--- config.mk ---
export PLATFORM = sky130hd
export DESIGN_NAME = dreg_wsched
export DESIGN_NICKNAME = d
export VERILOG_FILES = /design/src/rtl/dreg_pkg.sv /design/src/rtl/dreg_wsched_rr_arb.sv /design/src/rtl/dreg_wsched.sv
export SDC_FILE = /design/constraint.sdc
export NUM_CORES = 1
export LEC_CHECK = 0
export CELL_PAD_IN_SITES_DETAIL_PLACEMENT = 1
export CELL_PAD_IN_SITES_GLOBAL_PLACEMENT = 1
export CORE_MARGIN = 8
export CORE_UTILIZATION = 24
export CTS_CLUSTER_SIZE = 25
export DETAILED_ROUTE_END_ITERATION = 16
export GPL_TIMING_DRIVEN = 1
export PLACE_DENSITY = 0.88
export SYNTH_ARGS = -nofsm -noshare
export SYNTH_HDL_FRONTEND = slang
export SYNTH_SLANG_ARGS = --single-unit
--- constraint.sdc ---
create_clock -name clk -period 1.8 [get_ports clk]
set_input_delay 0.18 -clock clk [delete_from_list [all_inputs] [get_ports clk]]
set_output_delay 0.18 -clock clk [all_outputs]
set_load 0.05 [all_outputs]
--- src/rtl/dreg_pkg.sv ---
// Shared constants, FSM state type and the mirror-aware address match
// used by the register-file write scheduler.
package dreg_pkg;

  localparam int RF_AW     = 5;
  localparam int RF_N      = 32;
  localparam int RF_MIRROR = 16;

  typedef enum logic {IDLE, SWEEP} sched_state_t;

  // A write to wa also lands at wa+16 when wa is in the low half.
  function automatic logic mirror_hit(input logic [RF_AW-1:0] wa,
                                      input logic [RF_AW-1:0] ra);
    return (wa == ra) ||
           ((int'(wa) < RF_MIRROR) && ({1'b1, wa[RF_AW-2:0]} == ra));
  endfunction

endpackage

--- src/rtl/dreg_wsched_rr_arb.sv ---
// Round-robin grant over NREQ requesters; pointer moves past each winner.
module rr_arb #(
  parameter int NREQ = 2,
  parameter int PW   = (NREQ > 1) ? $clog2(NREQ) : 1
) (
  input  logic            clk,
  input  logic            rst_n,
  input  logic            en,
  input  logic [NREQ-1:0] valid,
  output logic [NREQ-1:0] grant,
  output logic [PW-1:0]   gnt_idx,
  output logic            gnt_any
);

  logic [PW-1:0] ptr;
  int            j;

  always_comb begin
    grant   = '0;
    gnt_idx = '0;
    gnt_any = 1'b0;
    j       = 0;
    for (int k = 0; k < NREQ; k++) begin
      j = int'(ptr) + k;
      if (j >= NREQ) j = j - NREQ;
      if (en && !gnt_any && valid[j]) begin
        gnt_any  = 1'b1;
        grant[j] = 1'b1;
        gnt_idx  = PW'(j);
      end
    end
  end

  always_ff @(posedge clk or negedge rst_n) begin
    if (!rst_n)
      ptr <= '0;
    else if (gnt_any)
      ptr <= (gnt_idx == PW'(NREQ - 1)) ? '0 : gnt_idx + 1'b1;
  end

endmodule

--- src/rtl/dreg_wsched.sv ---
// Write-port scheduler for the mirrored register file: round-robin write
// sharing, one registered write stage, read bypass and a clear sweep.
`ifndef BITNESS
`define BITNESS 32
`endif

module dreg_wsched
  import dreg_pkg::*;
#(
  parameter int NREQ = 2,
  parameter int DW   = `BITNESS
) (
  input  logic                  clk,
  input  logic                  rst_n,
  input  logic [NREQ-1:0]       req_valid,
  input  logic [NREQ*RF_AW-1:0] req_addr,
  input  logic [NREQ*DW-1:0]    req_data,
  output logic [NREQ-1:0]       req_ready,
  input  logic                  hold,
  input  logic                  clr_req,
  output logic                  clr_busy,
  output logic                  clr_done,
  output logic                  wr_en,
  output logic [RF_AW-1:0]      wr_addr,
  output logic [DW-1:0]         wr_data,
  input  logic [RF_AW-1:0]      rd_addr,
  output logic [RF_AW-1:0]      rf_ra,
  input  logic [DW-1:0]         rf_rval,
  output logic [DW-1:0]         rd_data
);

  localparam int PW = (NREQ > 1) ? $clog2(NREQ) : 1;

  sched_state_t     state, state_n;
  logic [3:0]       cnt, cnt_n;
  logic             done_n, wen_n, arb_en, gnt_any;
  logic [RF_AW-1:0] waddr_n;
  logic [DW-1:0]    wdata_n;
  logic [PW-1:0]    gnt_idx;
  logic [NREQ-1:0]  grant;

  // rst_n gating keeps req_ready low for the whole reset assertion.
  assign arb_en = rst_n && (state == IDLE) && !hold;

  rr_arb #(.NREQ(NREQ), .PW(PW)) u_arb (
    .clk     (clk),
    .rst_n   (rst_n),
    .en      (arb_en),
    .valid   (req_valid),
    .grant   (grant),
    .gnt_idx (gnt_idx),
    .gnt_any (gnt_any)
  );

  assign req_ready = grant;
  assign clr_busy  = (state == SWEEP);

  always_comb begin
    state_n = state;
    cnt_n   = cnt;
    done_n  = 1'b0;
    wen_n   = 1'b0;
    waddr_n = wr_addr;
    wdata_n = wr_data;
    case (state)
      IDLE: begin
        // A grant in the clr_req cycle still completes.
        if (gnt_any) begin
          wen_n   = 1'b1;
          waddr_n = req_addr[int'(gnt_idx)*RF_AW +: RF_AW];
          wdata_n = req_data[int'(gnt_idx)*DW +: DW];
        end
        if (clr_req) begin
          state_n = SWEEP;
          cnt_n   = '0;
        end
      end
      SWEEP: begin
        // Only the low half is swept; the mirror clears the upper half.
        if (!hold) begin
          wen_n   = 1'b1;
          waddr_n = {1'b0, cnt};
          wdata_n = '0;
          cnt_n   = cnt + 4'd1;
          if (cnt == 4'hF) begin
            state_n = IDLE;
            done_n  = 1'b1;
          end
        end
      end
      default: state_n = IDLE;
    endcase
  end

  always_ff @(posedge clk or negedge rst_n) begin
    if (!rst_n) begin
      state    <= IDLE;
      cnt      <= '0;
      clr_done <= 1'b0;
      wr_en    <= 1'b0;
      wr_addr  <= '0;
      wr_data  <= '0;
    end else begin
      state    <= state_n;
      cnt      <= cnt_n;
      clr_done <= done_n;
      wr_en    <= wen_n;
      wr_addr  <= waddr_n;
      wr_data  <= wdata_n;
    end
  end

  assign rf_ra = rd_addr;

  always_comb begin
    rd_data = rf_rval;
    if (wr_en && mirror_hit(wr_addr, rd_addr)) rd_data = wr_data;
  end

endmodule

==> run metrics, run 1 <==
Pint=0.00269 W; most frequent cell after synthesis=dfrtp_1; Worst Setup Start Kind=flop; gpl congestion=0.819; status=finished, violations left; Syn Std Cell Area=2660 sq um; endpoints failing setup=32; Total GRT Usage=17.3%; hpwl dp=9950 um; pin count of the biggest net entering global routing=33; Synth top cells by count=dfrtp_1, nand2_1, mux2i_1; number of synthesized flops with an enable pin=0; share of cells above drive strength 1=28.9%; Max Fclk=455 MHz; Worst Clk Skew=0.00632 ns; Nets=595; final instance area=5440 sq um; Detailed Route Iter0 Violations=107; syn avg cell area=10.1 sq um; setup ws final=-0.397 ns; Worst-path clk slew=0.10 ns; peak supply drop=0.000697 V; Arrival @ worst endpoint=2.02 ns; # rows=38; CTS tree=yes; Synth Net Count=381; chip width=121 um; WL final=13200 um; Critical Path End Type=primary output; core area=10800 sq um; synth top area cells=dfrtp_1, mux2_2, mux2i_1; DRC Markers=0; Hold Vio Cnt, Final=0; Clock Root Buffer=clkbuf_8; worst slack, placed=-0.446 ns; sequential area share after synthesis=42.4%; Detail Route Antenna Nets=0; CTS H-Tree Depth=2; initial antenna violation count=0; RSZ-0062 raised after global routing=yes; critical path peak fanout=7; Yosys warnings=0; Area growth syn-to-layout=105%; Pins Over Slew Limit=0; Psw=0.00174 W; clk sinks=45; Initial Utilization=24.5%; PD cells=815 nW/um^2; relative slew slack=64.4%; Min-Delay Path Class=in2async; Via density=4.77; Worst-Skew Late Latency=0.31 ns; max cap viols=0; vias in the first global route=3402; Synth top area share=42.4%; Mapped Cells=263; fin crit share=122%; DP Area=4920 sq um; PortBufs=195; tightest hold margin=0.479 ns; min cycle time layout=2.20 ns; # fillers=1170; Worst-Margin Slew=0.533 ns; Netlist cell types=34; drt pass-1 iters=4; setup tns final=-11.76 ns; #FFs+latches synth=45; clock power share=18.1%; violated checks=setup timing; GRT Residual Overflow=0; first-pass GRT wire length=19700 um; DR vias=2948; area leader, netlist=dfrtp_1; Async S/R FF share, synth=100%; sw frac=39.3%; die height=121 um; TritonCTS Buffers=5; # diodes=0; io pins=196; ys flop type=dfrtp_1; power share of the sequential group=29.5%; Required @ worst endpoint=1.62 ns; wire length per cell=21.3 um; CTS Buffer Depth=2; Die ar.=14700 sq um; power share of the combinational group=52.3%; Tot Pwr=0.00443 W; leak pwr=2.54 nW; Crit Path Class=reg2out
==> path summary, 6_finish.rpt <==
check / startpoint / to / slack [ns] / cells past startpoint
worst max-delay path: wr_addr[0] / rd_data[7] / -0.40 / 7
worst min-delay path: rst_n / wr_data[31] / 0.48 / 3
worst max register to register: clr_busy / wr_data[2] / 0.30 / 5
worst min register to register: wr_data[10] / wr_data[10] / 0.54 / 2
max in group asynchronous: rst_n / wr_addr[3] / 0.97 / 3
min in group clk: req_data[46] / wr_data[14] / 0.49 / 3
==> metal layers <==
metal  wire (um)  global-route usage, %  share of wire [%]  vias to the layer above
li1            -                      -                  -                     1342
met1        5040                   18.1                 38                     1475
met4         235                   4.78                1.8                        0
met5           0                      0                  0                        -
met3         738                   4.05                5.6                       16
met2        7140                   33.4                 54                      115
==> cell families (layout without fill, tap and decap cells) <==
kind of cell / after synthesis / after routing / synth area share [%]
AO/OA/AOI/OAI: 53 / 53 / 11.4
XOR/XNOR: 7 / 7 / 2.31
adder cells (fa/ha/maj): 1 / 1 / 0.471
buffers and inverters: 25 / 240 / 5.55
flip-flops: 45 / 45 / 42.4
multiplexers: 66 / 66 / 26.4
AND/OR/NAND/NOR: 66 / 66 / 11.5
==> cell usage in the layout (no fill, tap or decap), types with 5 or more instances in the layout <==
cell	count
a21o_1	5
buf_12	8
buf_4	31
buf_6	23
buf_8	14
clkbuf_8	5
clkdlybuf4s50_1	148
dfrtp_1	38
dfrtp_2	7
mux2_4	32
mux2i_1	33
nand2_1	43
nor3_1	8
o21ai_0	11
o21ai_1	25
==> metrics by stage <==
| stage | util (%) | instances |
|---|---|---|
| detailed placement | 45.4 | 600 |
| CTS | 49.9 | 615 |
| floorplan | - | 263 |
| global route | 50.2 | 618 |
| finish | 50.2 | 618 |
| global placement | 45.4 | 600 |
==> critical path, stage by stage (launching register included) <==
cell and delay, ns:
dfrtp_2 0.43, xnor2_2 0.16, nand3_2 0.12, nor3_4 0.20
buf_6 0.17, buf_16 0.15, mux2_4 0.32, buf_6 0.16
==> power groups by stage <==
stage | combinational, W | clock (W) | sequential (W)
2_1_floorplan | 0.000964 | 0 | 0.00157
3_3_place_gp | 0.00201 | 0 | 0.00131
3_5_place_dp | 0.00206 | 0 | 0.00132
4_1_cts | 0.00232 | 0.000822 | 0.00131
5_1_grt | 0.00244 | 0.000854 | 0.00134
6_report | 0.00232 | 0.000804 | 0.00131
==> timing repair <==
action | CTS | global route
gates resized for setup | 69 | 5
endpoints found under the hold margin | 45 | 0
cloned | 3 | 0
buffers inserted | 3 | 4
endpoints found under the setup margin | 32 | 62
pin swaps | 3 | 5
hold buffers | 1 | 0
==> registers in the layout (all words and copies together) (netlist names) <==
signal and cells:
u_arb.ptr 1, wr_addr 5, clr_done 1, clr_busy 1
wr_data 32, cnt 4, wr_en 1
==> area by class of cell <==
cell class / instances / area (sq um) / share of cell area, %
inverter: 3 / 16.3 / 0.299
sequential: 45 / 1130 / 20.9
clock buffer: 6 / 72.6 / 1.33
clock inverter: 2 / 38.8 / 0.713
tap: 140 / 175 / 3.22
timing repair buffer: 229 / 2440 / 44.9
multi-input combinational: 193 / 1560 / 28.7
(Power assumes the default switching activity.)
==> run 2, diff against run 1 <==
--- a/config.mk
+++ b/config.mk
@@ -7,6 +7,7 @@
 export LEC_CHECK = 0
 export CELL_PAD_IN_SITES_DETAIL_PLACEMENT = 1
 export CELL_PAD_IN_SITES_GLOBAL_PLACEMENT = 1
+export CORE_ASPECT_RATIO = 2
 export CORE_MARGIN = 8
 export CORE_UTILIZATION = 24
 export CTS_CLUSTER_SIZE = 25
==> run 2 against run 1 <==
The run still ends with setup timing left. Final cell count down 0.97%. Count of clock-buffer cells in the layout up 2. Critical path depth unchanged. Register-to-register slack worse by 0.09 ns. Sequential power about the same. Design area down 1.7%. Via count down 4.1%. Critical endpoint is now rd_data[14].
==> run metrics, run 2 (synthesized netlist as in run 1, its figures left out) <==
fin crit share=124%; Worst Setup Start Kind=flop; reg2reg start=clr_busy; endpoints failing setup=32; Worst-path clk slew=0.06 ns; PortBufs=195; Worst-Skew Late Latency=0.28 ns; Detailed Route Iter0 Violations=142; vias in the first global route=3231; worst slack, placed=-0.455 ns; drt pass-1 iters=3; commonest non-fill, non-tap cells in the layout=clkdlybuf4s50_1, nand2_1, dfrtp_1; CTS H-Tree Depth=2; CTS tree=yes; clock power share=19.7%; non-filler cells, final=612; delay-heaviest family, CP=buffers and inverters; critical path buffer and inverter count=3; RSZ-0062 raised after global routing=yes; core area=10900 sq um; GRT Residual Overflow=0; Pins Over Slew Limit=0; wire length per cell=20.6 um; cells along the critical path=xnor2_4 -> nand3_2 -> nor3_4 -> buf_4 -> buf_6 -> mux2_2 -> buf_4; tightest hold margin=0.154 ns; Psw=0.00174 W; CTS Buffer Depth=2; Hold Vio Cnt, Final=0; DRC Markers=0; WL final=12600 um; Crit Path Class=reg2out; R2R Path End=wr_data[8]; setup tns final=-11.99 ns; # rows=54; pin count of the biggest net entering global routing=34; Clock Root Buffer=clkbuf_16; status=finished, violations left; placed cells=597; max incr delay on CP=0.44 ns; Pint=0.00276 W; gpl congestion=0.749; io pins=196; sw frac=38.7%; chip width=90.4 um; PD cells=843 nW/um^2; hpwl dp=9950 um; Largest regs=wr_data: 32 flops, wr_addr: 5 flops, cnt: 4 flops; TritonCTS Buffers=5; power share of the combinational group=51.0%; first-pass GRT wire length=18700 um; setup ws final=-0.424 ns; Detail Route Antenna Nets=0; most common cell after layout, fill and taps aside=clkdlybuf4s50_1; Via density=4.62; r2r worst-path depth=5; Largest register FFs=32; leak pwr=2.51 nW; Nets=589; Worst-Margin Slew=0.872 ns; most used cell, CP=buf_4; Total GRT Usage=16.2%; violated checks=setup timing; Initial Utilization=24.4%; relative slew slack=41.6%; Min-Delay Path Class=in2async; peak supply drop=0.000501 V; die height=165 um; flop2flop setup slack=0.21 ns; Arrival @ worst endpoint=2.04 ns; CP max-delay cell=dfrtp_2; Worst Clk Skew=0.00383 ns; critical path peak fanout=5; Die ar.=14900 sq um; # diodes=0; Tot Pwr=0.00451 W; clk sinks=45; DR vias=2828; Area growth syn-to-layout=101%; Largest Register=wr_data; Critical Path End Type=primary output; Max Fclk=450 MHz; initial antenna violation count=0; max cap viols=0; Required @ worst endpoint=1.62 ns; power share of the sequential group=29.3%; min cycle time layout=2.22 ns; share of cells above drive strength 1=28.0%
==> run 2: how the worst max path moves through the flow <==
stage               start  depth (start not counted)     endpoint
6_report       wr_addr[2]                          7  rd_data[14]
5_1_grt        wr_addr[2]                          7  rd_data[14]
4_1_cts        wr_addr[2]                          7  rd_data[14]
3_5_place_dp   rd_addr[2]                          7  rd_data[14]
3_3_place_gp   rd_addr[2]                          7   rd_data[2]
2_1_floorplan  wr_addr[4]                          5  rd_data[23]
==> run 2: stage by stage <==
stage	cell area [sq um]	util [%]
floorplan	2760	-
global placement	4940	45.4
detailed placement	4940	45.4
CTS	5250	48.3
global route	5340	49.1
finish	5340	49.1
==> run 2: worst reg2reg max path: stages (launching register included) <==
cell	delay, ns
dfrtp_2	0.45
nor3b_4	0.21
nand3_2	0.13
buf_4	0.27
mux2i_1	0.23
o21ai_0	0.12
==> run 2: repair_timing <==
| item | in CTS | in global routing |
|---|---|---|
| hold endpoints to repair | 30 | 0 |
| gates resized for setup | 30 | 15 |
| hold buffers | 1 | 0 |
| buffers inserted | 2 | 1 |
| cloned | 2 | 1 |
| pin swaps | 0 | 1 |
| setup endpoints to repair | 32 | 39 |
==> run 2: power by group through the flow <==
stage / Combinational (W) / Clock [W] / Sequential [W]
2_1_floorplan: 0.000964 / 0 / 0.00157
5_1_grt: 0.00242 / 0.000956 / 0.00134
3_5_place_dp: 0.00211 / 0 / 0.00132
4_1_cts: 0.00224 / 0.000919 / 0.00131
6_report: 0.00230 / 0.000889 / 0.00132
3_3_place_gp: 0.00206 / 0 / 0.00131
==> run 2: metal layers <==
metal / global-route usage (%) / up-vias / part of all wire (%)
met5: 0 / - / 0
met4: 5.11 / 0 / 2.2
met3: 4.73 / 15 / 5.5
met2: 33.0 / 124 / 59
met1: 14.8 / 1356 / 34
li1: - / 1333 / -
==> run 2: final cells by class <==
class	instances	area [sq um]
fillers	1150	5530
repair buffers	223	2340
flip-flops and latches	45	1130
multi-input cells	193	1540
clock buffers	8	136
well taps	140	175
inverters	3	16.3
==> run 3, diff against run 2 <==
--- a/config.mk
+++ b/config.mk
@@ -12,8 +12,9 @@
 export CORE_UTILIZATION = 24
 export CTS_CLUSTER_SIZE = 25
 export DETAILED_ROUTE_END_ITERATION = 16
-export GPL_TIMING_DRIVEN = 1
+export GPL_TIMING_DRIVEN = 0
 export PLACE_DENSITY = 0.88
 export SYNTH_ARGS = -nofsm -noshare
 export SYNTH_HDL_FRONTEND = slang
+export SYNTH_HIERARCHICAL = 1
 export SYNTH_SLANG_ARGS = --single-unit
==> run 3 against run 2 <==
The run still ends with setup timing left. Final cell count grew 4.4%. Wire length grew 13%. Worst hold slack gained 0.26 ns. Combinational power is essentially flat. Clock power is essentially flat. Critical path depth is the same. Core utilization grew 4.5 points. Sequential power is essentially flat. Global-route usage grew 2.0 points. Design area grew 9.2%. Largest power group unchanged.
==> run metrics, run 3 <==
endpoints failing setup=70; io pins=196; Worst-path clk slew=0.06 ns; peak supply drop=0.000500 V; setup tns final=-14.18 ns; Worst Setup Start Kind=flop; gpl congestion=0.835; vias in the first global route=3596; DRC Markers=0; most common cell after layout, fill and taps aside=clkdlybuf4s50_1; number of synthesized flops with an enable pin=0; min cycle time layout=2.20 ns; GRT Residual Overflow=0; leak pwr=2.44 nW; Detail Route Antenna Nets=0; # rows=54; Die ar.=15000 sq um; Clock Root Buffer=clkbuf_16; share of cells above drive strength 1=34.3%; multi-input logic area=1730 sq um; syn avg cell area=10.0 sq um; setup ws final=-0.402 ns; most frequent cell after synthesis=nand2_1; Pins Over Slew Limit=0; Worst-Margin Slew=1.12 ns; relative slew slack=25.3%; CP max-delay cell=dfrtp_2; Required @ worst endpoint=1.62 ns; Detailed Route Iter0 Violations=64; Area growth syn-to-layout=118%; Mapped Cells=266; Via density=4.74; violated checks=setup timing; sequential area share after synthesis=42.2%; die height=165 um; Nets=616; non-filler cells, final=639; Yosys warnings=6; # fillers=1141; Critical Path End Type=primary output; CTS tree=yes; ys flop type=dfrtp_1; DR vias=3027; Total GRT Usage=18.2%; synth top area cells=dfrtp_1, mux2_2, mux2i_1; Crit Path Class=reg2out; max cap viols=0; Netlist cell types=29; CTS H-Tree Depth=2; Async S/R FF share, synth=100%; PortBufs=194; clk sinks=45; Syn Std Cell Area=2670 sq um; CTS Buffer Depth=2; critical path peak fanout=7; fin crit share=122%; initial antenna violation count=0; Initial Utilization=24.5%; area leader, netlist=dfrtp_1; Hold Vio Cnt, Final=0; Largest regs=wr_data: 32 flops, wr_addr: 5 flops, cnt: 4 flops; status=finished, violations left; commonest non-fill, non-tap cells in the layout=clkdlybuf4s50_1, buf_6, nand2_1; RSZ-0062 raised after global routing=yes; wire length per cell=22.3 um; WL final=14200 um; Worst Clk Skew=0.00793 ns; # diodes=0; Synth Net Count=384; Max Fclk=454 MHz; drt pass-1 iters=4; Seq. cell area=1130 sq um; Arrival @ worst endpoint=2.02 ns; placed cells=601; max incr delay on CP=0.43 ns; Min-Delay Path Class=in2reg; chip width=90.6 um; PD cells=764 nW/um^2; Largest register FFs=32; Largest Register=wr_data; core area=10900 sq um; first-pass GRT wire length=20900 um; Synth top area share=42.2%; TritonCTS Buffers=5; Worst-Skew Late Latency=0.28 ns; pin count of the biggest net entering global routing=24; cells along the critical path=xnor2_2 -> nand3_2 -> nor3_4 -> buf_12 -> clkbuf_16 -> mux2_4 -> buf_6; #FFs+latches synth=45; Synth top cells by count=nand2_1, dfrtp_1, o21ai_0; hpwl dp=10400 um
==> run 3: cell count changes after synthesis, moves of 5 or more <==
cell,change
a21o_1,-5
buf_2,+6
nor3_1,-8
o21ai_0,+30
o21ai_1,-22
==> run 3: cells by family (layout without fill, tap and decap cells) <==
group / Yosys count / in the layout / share of synthesized area (%)
xor+xnor: 5 / 5 / 1.64
simple gates: 61 / 61 / 10.1
mux: 73 / 73 / 29.1
compound gates: 55 / 56 / 11.0
fa+ha+maj: 1 / 1 / 0.469
flops: 45 / 45 / 42.2
buf+inv: 26 / 258 / 5.62
==> run 3: layer usage <==
metal	wire (um)	share of wire, %	global-route usage, %
met5	0	0	0
met4	372	2.6	6.33
met3	777	5.5	4.26
met2	8600	60	38.4
met1	4480	31	15.8
==> run 3: per-stage QoR <==
stage / hold slack, ns / total power (W) / cell area (sq um) / worst slack (ns) / util [%]
floorplan: -0.116 / 0.00245 / 2880 / -0.224 / -
detailed placement: 0.225 / 0.00321 / 5010 / -1.04 / 46.1
global route: 0.449 / 0.00465 / 5830 / -0.442 / 53.6
CTS: 0.363 / 0.00444 / 5800 / -0.420 / 53.3
global placement: 0.481 / 0.00314 / 4990 / -2.10 / 45.9
finish: 0.411 / 0.00445 / 5830 / -0.402 / 53.6
==> run 3: path summary, 6_finish.rpt <==
path / start / to / slack (ns) / depth (start not counted)
min in group asynchronous: rst_n / wr_addr[4] / 0.67 / 2
setup / recovery: wr_addr[3] / rd_data[30] / -0.40 / 7
max in group asynchronous: rst_n / wr_addr[3] / 0.27 / 3
setup reg to reg: clr_busy / wr_addr[3] / -0.17 / 10
hold / removal: hold / cnt[0] / 0.41 / 5
hold reg to reg: wr_data[14] / wr_data[14] / 0.51 / 2
==> run 3: area by class of cell <==
type                            instances  area share, %
Buffer                                 21           4.27
Inverter                                4          0.257
Sequential cell                        45           19.5
Clock buffer                            6           2.21
Clock inverter                          2          0.172
Tap cell                              140           3.00
Timing Repair Buffer                  225           41.1
Multi-Input combinational cell        196           29.6
==> run 3: worst max-delay path: cells and delay by family, from the launching register on <==
family / cells / cell delay (ns)
buffers and inverters: 3 / 0.50
flip-flops: 1 / 0.43
multiplexers: 1 / 0.31
XOR/XNOR: 1 / 0.20
AND/OR/NAND/NOR: 2 / 0.29
==> run 3: report_power, final <==
part           leakage, nW  internal, W  switching (W)  total [W]
clock               0.0706     0.000510       0.000380   0.000890
combinational         1.77      0.00110        0.00117    0.00227
sequential           0.596      0.00114       0.000161    0.00130
==> run 3: repair_timing <==
action                                  4_1_cts  5_1_grt
buffers inserted                             21        3
hold buffers                                  2        0
cloned                                        9        1
gates resized for setup                     331       29
endpoints found under the hold margin        23        0
pin swaps                                    10        7
endpoints found under the setup margin       72       72
